[config.mk]
export PLATFORM = sky130hd
export DESIGN_NAME = regfile_writeback_flat
export DESIGN_NICKNAME = d
export VERILOG_FILES = /design/src/rtl/regfile_writeback_if.sv /design/src/rtl/regfile_writeback.sv /design/src/flat_wrapper.sv
export SDC_FILE = /design/constraint.sdc
export NUM_CORES = 1
export LEC_CHECK = 0
export BUFFER_PORTS_ARGS = -buffer_cell sky130_fd_sc_hd__buf_2
export CAP_MARGIN = 20
export CORE_UTILIZATION = 35
export DETAILED_ROUTE_END_ITERATION = 8
export GPL_TIMING_DRIVEN = 0
export PLACE_DENSITY_LB_ADDON = 0.08
export SETUP_SLACK_MARGIN = 0.15
export SLEW_MARGIN = 15
export SYNTH_ARGS = -nofsm -noshare
export SYNTH_HDL_FRONTEND = slang
export SYNTH_SLANG_ARGS = --single-unit
[constraint.sdc]
create_clock -name clk -period 4.25 [get_ports clk]
set_input_delay 0.85 -clock clk [delete_from_list [all_inputs] [get_ports clk]]
set_output_delay 0.85 -clock clk [all_outputs]
set_load 0.05 [all_outputs]
[src/rtl/regfile_writeback_if.sv]
// Bundle of the issue, ALU-result, load-result and register-file write-port
// signals around the writeback controller.
interface regfile_writeback_if #(
   parameter int LD_DEPTH = 4,
   parameter int XLEN     = 32
);
   localparam int CW = $clog2(LD_DEPTH) + 1;

   logic            iss_valid;
   logic [4:0]      iss_rd;
   logic [4:0]      iss_rs1;
   logic [4:0]      iss_rs2;
   logic            iss_stall;
   logic            alu_valid;
   logic [4:0]      alu_rd;
   logic [XLEN-1:0] alu_data;
   logic            ld_valid;
   logic            ld_ready;
   logic [4:0]      ld_rd;
   logic [XLEN-1:0] ld_data;
   logic            rf_we;
   logic [4:0]      rf_rd_addr;
   logic [XLEN-1:0] rf_wd;
   logic [CW-1:0]   ld_count;
   logic            wb_err;

   // Load handshake: a result transfers on a clock edge where ld_valid and
   // ld_ready are both high; ld_valid and its payload hold until then.
   // ALU results have no ready and are taken every cycle alu_valid is high.
   modport master (
      output iss_valid, iss_rd, iss_rs1, iss_rs2,
      output alu_valid, alu_rd, alu_data,
      output ld_valid, ld_rd, ld_data,
      input  iss_stall, ld_ready, rf_we, rf_rd_addr, rf_wd, ld_count, wb_err
   );

   modport slave (
      input  iss_valid, iss_rd, iss_rs1, iss_rs2,
      input  alu_valid, alu_rd, alu_data,
      input  ld_valid, ld_rd, ld_data,
      output iss_stall, ld_ready, rf_we, rf_rd_addr, rf_wd, ld_count, wb_err
   );
endinterface

[src/rtl/regfile_writeback.sv]
// Register-file write-port controller: busy scoreboard, RAW/WAW issue stall,
// load-result FIFO and ALU-priority arbitration onto one registered write port.
module regfile_writeback #(
   parameter int LD_DEPTH = 4,
   parameter int XLEN     = 32
) (
   input  logic                 clk,
   input  logic                 rst,
   regfile_writeback_if.slave   bus
);
   localparam int AW = $clog2(LD_DEPTH);
   localparam int CW = AW + 1;

   logic [31:0]     busy;
   logic [31:0]     busy_nxt;
   logic [4:0]      fifo_rd   [LD_DEPTH];
   logic [XLEN-1:0] fifo_data [LD_DEPTH];
   logic [AW-1:0]   wr_ptr;
   logic [AW-1:0]   rd_ptr;
   logic [CW-1:0]   count;
   logic            full;
   logic            empty;
   logic            push;
   logic            pop;
   logic            iss_accept;
   logic            sel_valid;
   logic [4:0]      sel_rd;
   logic [XLEN-1:0] sel_data;
   logic            commit;

   assign full  = (count == CW'(LD_DEPTH));
   assign empty = (count == '0);

   assign bus.iss_stall = bus.iss_valid &
                          (busy[bus.iss_rs1] | busy[bus.iss_rs2] | busy[bus.iss_rd]);
   assign iss_accept    = bus.iss_valid & ~bus.iss_stall & (bus.iss_rd != 5'd0);

   // No pass-through: a full FIFO refuses a push even if it pops this cycle.
   assign bus.ld_ready = ~rst & ~full;
   assign push         = bus.ld_valid & bus.ld_ready;
   assign bus.ld_count = count;

   always_comb begin
      sel_valid = 1'b0;
      sel_rd    = 5'd0;
      sel_data  = '0;
      pop       = 1'b0;
      if (bus.alu_valid) begin
         sel_valid = 1'b1;
         sel_rd    = bus.alu_rd;
         sel_data  = bus.alu_data;
      end else if (!empty) begin
         sel_valid = 1'b1;
         sel_rd    = fifo_rd[rd_ptr];
         sel_data  = fifo_data[rd_ptr];
         pop       = 1'b1;
      end
   end

   assign commit = sel_valid & (sel_rd != 5'd0);

   // Clear before set so an issue to the same register wins.
   always_comb begin
      busy_nxt = busy;
      if (commit)     busy_nxt[sel_rd]     = 1'b0;
      if (iss_accept) busy_nxt[bus.iss_rd] = 1'b1;
      busy_nxt[0] = 1'b0;
   end

   always_ff @(posedge clk) begin
      if (rst) begin
         busy <= '0;
      end else begin
         busy <= busy_nxt;
      end
   end

   always_ff @(posedge clk) begin
      if (rst) begin
         wr_ptr <= '0;
         rd_ptr <= '0;
         count  <= '0;
      end else begin
         if (push) wr_ptr <= wr_ptr + 1'b1;
         if (pop)  rd_ptr <= rd_ptr + 1'b1;
         case ({push, pop})
            2'b10:   count <= count + 1'b1;
            2'b01:   count <= count - 1'b1;
            default: count <= count;
         endcase
      end
   end

   always_ff @(posedge clk) begin
      if (push) begin
         fifo_rd[wr_ptr]   <= bus.ld_rd;
         fifo_data[wr_ptr] <= bus.ld_data;
      end
   end

   always_ff @(posedge clk) begin
      if (rst) begin
         bus.rf_we      <= 1'b0;
         bus.rf_rd_addr <= 5'd0;
         bus.rf_wd      <= '0;
         bus.wb_err     <= 1'b0;
      end else begin
         bus.rf_we <= commit;
         if (commit) begin
            bus.rf_rd_addr <= sel_rd;
            bus.rf_wd      <= sel_data;
            if (!busy[sel_rd]) bus.wb_err <= 1'b1;
         end
      end
   end
endmodule

[src/flat_wrapper.sv]
// flat-port wrapper written by rule: the top's interface ports become plain ports
module regfile_writeback_flat 
#(
   parameter int LD_DEPTH = 4,
   parameter int XLEN     = 32
)
  (clk, rst, bus_iss_valid, bus_iss_rd, bus_iss_rs1, bus_iss_rs2, bus_alu_valid, bus_alu_rd, bus_alu_data, bus_ld_valid, bus_ld_rd, bus_ld_data, bus_iss_stall, bus_ld_ready, bus_rf_we, bus_rf_rd_addr, bus_rf_wd, bus_ld_count, bus_wb_err);
  regfile_writeback_if #(.LD_DEPTH(LD_DEPTH), .XLEN(XLEN)) bus_i ();
  input  logic clk;
  input  logic rst;
  input wire logic [$bits(bus_i.iss_valid)-1:0] bus_iss_valid;
  input wire logic [$bits(bus_i.iss_rd)-1:0] bus_iss_rd;
  input wire logic [$bits(bus_i.iss_rs1)-1:0] bus_iss_rs1;
  input wire logic [$bits(bus_i.iss_rs2)-1:0] bus_iss_rs2;
  input wire logic [$bits(bus_i.alu_valid)-1:0] bus_alu_valid;
  input wire logic [$bits(bus_i.alu_rd)-1:0] bus_alu_rd;
  input wire logic [$bits(bus_i.alu_data)-1:0] bus_alu_data;
  input wire logic [$bits(bus_i.ld_valid)-1:0] bus_ld_valid;
  input wire logic [$bits(bus_i.ld_rd)-1:0] bus_ld_rd;
  input wire logic [$bits(bus_i.ld_data)-1:0] bus_ld_data;
  output wire logic [$bits(bus_i.iss_stall)-1:0] bus_iss_stall;
  output wire logic [$bits(bus_i.ld_ready)-1:0] bus_ld_ready;
  output wire logic [$bits(bus_i.rf_we)-1:0] bus_rf_we;
  output wire logic [$bits(bus_i.rf_rd_addr)-1:0] bus_rf_rd_addr;
  output wire logic [$bits(bus_i.rf_wd)-1:0] bus_rf_wd;
  output wire logic [$bits(bus_i.ld_count)-1:0] bus_ld_count;
  output wire logic [$bits(bus_i.wb_err)-1:0] bus_wb_err;
  assign bus_i.iss_valid = bus_iss_valid;
  assign bus_i.iss_rd = bus_iss_rd;
  assign bus_i.iss_rs1 = bus_iss_rs1;
  assign bus_i.iss_rs2 = bus_iss_rs2;
  assign bus_i.alu_valid = bus_alu_valid;
  assign bus_i.alu_rd = bus_alu_rd;
  assign bus_i.alu_data = bus_alu_data;
  assign bus_i.ld_valid = bus_ld_valid;
  assign bus_i.ld_rd = bus_ld_rd;
  assign bus_i.ld_data = bus_ld_data;
  assign bus_iss_stall = bus_i.iss_stall;
  assign bus_ld_ready = bus_i.ld_ready;
  assign bus_rf_we = bus_i.rf_we;
  assign bus_rf_rd_addr = bus_i.rf_rd_addr;
  assign bus_rf_wd = bus_i.rf_wd;
  assign bus_ld_count = bus_i.ld_count;
  assign bus_wb_err = bus_i.wb_err;
  regfile_writeback #(.LD_DEPTH(LD_DEPTH), .XLEN(XLEN)) u_core (.clk(clk), .rst(rst), .bus(bus_i));
endmodule
==> flow_metrics.py <==
metrics = {
    "route": {
        "via_per_inst": 5.38,
        "drt_first_pass_iters": 5,
        "drt_iter0_drc": 453,
        "wl_per_cell_um": 21.5,
        "antenna_left": 0,
        "wl_um": 26700,
        "drc": 0,
        "vias": 6681,
    },
    "clocking": {
        "clk_latency_ps": 540,
        "cts_buffers": 25,
        "htree_num_levels": 1,
        "ctsResizeCount": 0,
        "path_clk_slew_ps": 60,
        "post_cts_buffers": 0,
        "cts_tree": "built",
        "clock_path_buffers": 3,
        "cts_root_buffer": "clkbuf_16",
        "cts.sinks": 227,
        "hold_buffers": 0,
    },
    "critical_path": {
        "cp-end-kind": "primary output",
        "cp_slowest_cell": "mux4_2",
        "worstPathCellList": "clkbuf_1 -> mux2i_1 -> mux4_2 -> mux4_2 -> o211ai_1 -> nand2b_1 -> and2_1 -> buf_2",
        "worstPathRequired_ps": 3400,
        "arrival_ps": 3060,
        "worst_path_most_repeated_cell": "mux4_2",
        "path_max_fanout": 8,
        "rrSetupSlack_ps": 810,
        "critPathLaunchType": "input pin",
        "worst-setup-path-type": "input pin to primary output",
        "crit_path_max_incr_delay_ps": 490,
    },
    "layout": {
        "design_area_mm2": 0.0118,
        "antennaDiodeCount": 0,
        "syn_to_final_growth_pct": 21.2,
        "nFillCells": 2558,
        "nNetsFinal": 951,
        "final_layout_size_suffix_gt1_share_pct": 29.5,
    },
    "place": {
        "place_area_mm2": 0.0109,
        "port_buffers": 129,
        "place_congestion": 0.874,
        "dp_hpwl_um": 18400,
        "dp_slack_ps": 320,
    },
    "floorplanning": {
        "io_pins": 138,
        "die_area_mm2": 0.0285,
        "start_util_pct": 35.9,
        "die_w_um": 169,
        "core_mm2": 0.0272,
        "die_height_um": 169,
        "rows": 60,
    },
    "logic_synthesis": {
        "ys_warn_count": 0,
        "ys_types": 43,
        "synthFlopType": "edfxtp_1",
        "yosysTopAreaCellShare_pct": 45.6,
        "ys_seq_elements": 227,
        "synth_top_area_cell": "edfxtp_1",
        "synth_area_leaders": "edfxtp_1 46%, dfxtp_1 16%, mux4_2 14%",
        "syn_nets": 791,
        "synth_fa_ha_area_share_pct": 0.847,
        "synthArstFlopShare_pct": 0,
        "yosysMostFrequentCell": "edfxtp_1",
        "netlist_area_mm2": 0.00975,
        "yosys-top-cells-count": "148 x edfxtp_1, 79 x dfxtp_1, 62 x mux4_2, 54 x nor2_1",
        "synth_compound_area_share_pct": 7.67,
        "synth_top_family_by_area": "multiplexers",
        "ys_seq_area_share_pct": 61.8,
        "synth_edf_count": 148,
        "synth_cells": 691,
        "muxShareOfSynthArea_pct": 17.0,
        "synth-xor-area-share_pct": 0.449,
        "synthSimpleGateAreaFrac_pct": 9.83,
        "syn_avg_cell_area_um2": 14.1,
    },
    "global_routing": {
        "grtUsageTotal_pct": 19.1,
        "grt_start_max_net_pins": 27,
        "grt_pass1_vias": 6958,
        "antenna_found_initial": 5,
        "grt_overflow": 0,
        "grt_pass1_wl_um": 41300,
    },
    "sta": {
        "maxSlewHeadroom_pct": 36.6,
        "maxSlewViolCount": 0,
        "setup_ws_ps": 338,
        "fmax_ghz": 0.256,
        "hold_viol": 0,
        "fin_crit_sh_pct": 92.1,
        "whs_ps": 461,
        "tightest_slew_ps": 951,
        "rsz0062_at_grt": "false",
        "fin_crit_ps": 3910,
        "worst_clock_skew_ps": 11.0,
        "finalSetupViolCount": 0,
        "tns_ps": 0,
    },
    "power_and_ir_drop": {
        "leakage_nw": 4.18,
        "power_density_mw_per_mm2": 560,
        "ir_drop_mv": 0.311,
    },
    "job": {
        "cap_violations": 0,
    },
    "worst_hold_path": {
        "hp-class": "flop to flop",
    },
    "status": {
        "status": "finished clean",
    },
}
per-stage QoR:
| step | std cells | total power [mW] | util [%] |
|---|---|---|---|
| floorplan | 691 | 3.93 | - |
| global placement | 1192 | 4.40 | 40.0 |
| detailed placement | 1196 | 4.44 | 40.3 |
| CTS | 1242 | 6.70 | 43.5 |
| global route | 1242 | 6.92 | 43.5 |
| finish | 1242 | 6.62 | 43.5 |
report_power, final:
group | internal [mW] | leakage [nW] | switching [mW]
logic | 0.589 | 1.76 | 1.17
registers | 2.54 | 1.99 | 0.0824
clock network | 1.36 | 0.429 | 0.887
total | 4.48 | 4.18 | 2.14
layer usage:
layer | vias up | track usage (%) | wire length, um
met4 | 10 | 5.34 | 647
met1 | 3382 | 25.3 | 11500
li1 | 3023 | - | -
met5 | - | 0 | 66
met2 | 214 | 32.0 | 12800
met3 | 52 | 3.72 | 1650
state kept, by name, indices dropped and copies added, names as in the netlist, named ones only:
signal                 count
u_core.wr_ptr              2
u_core.bus.ld_count        3
u_core.rd_ptr              2
u_core.fifo_data         128
u_core.fifo_rd            20
u_core.busy               31
u_core.bus.rf_wd          32
u_core.bus.rf_we           1
u_core.bus.wb_err          1
u_core.bus.rf_rd_addr      5
cell families after synthesis:
logic type                 Yosys count
AOI/OAI and AO/OA                  115
xor gates and xnor gates             5
adders and majority gates            6
buffers and inverters               58
DFF                                227
muxes                               88
and+or+nand+nor                    192
area by class of cell:
type                    count  area [um^2]  share of cell area, %
well taps                 372          465                   3.94
multi-input cells         406         3500                   29.6
repair buffers            133          726                   6.14
plain buffers              47          188                   1.59
flip-flops and latches    227         6030                   51.0
inverters                  11         41.3                  0.350
clock inverters            15          168                   1.42
clock buffers              31          699                   5.92
layout by cell type, fill, tap and decap left out, types with 3 or more instances in the layout:
cell type,instances
edfxtp_1,148
buf_2,138
dfxtp_1,79
mux4_2,62
nor2_1,54
clkbuf_1,37
nand2_1,35
nor3_1,34
a221oi_1,32
o21ai_1,27
clkbuf_16,26
mux2i_1,22
o21ai_0,22
nand3b_1,20
nor2b_1,17
a21oi_1,13
inv_1,10
and2_1,9
a31oi_1,8
nand3_1,8
clkinv_2,6
ha_1,5
clkinv_1,4
and3_2,4
mux2_2,4
buf_12,4
or3_1,3
buf_1,3
xor2_1,3
clkbuf_8,3
bufinv_16,3
final timing paths:
check                                start  cells after the start                        to
hold / removal    u_core.bus.rf_rd_addr[0]                      2  u_core.bus.rf_rd_addr[0]
setup / recovery            bus_iss_rs2[2]                      8             bus_iss_stall
hold reg to reg   u_core.bus.rf_rd_addr[0]                      2  u_core.bus.rf_rd_addr[0]
setup reg to reg                      flop                      9      u_core.bus.rf_wd[19]
critical path: cells and delay by family:
kind | cells | cell delay, ps
and+or+nand+nor | 2 | 310
AOI/OAI and AO/OA | 1 | 130
muxes | 3 | 1120
buffers and inverters | 2 | 660
Power figures use the tool's default switching activity.
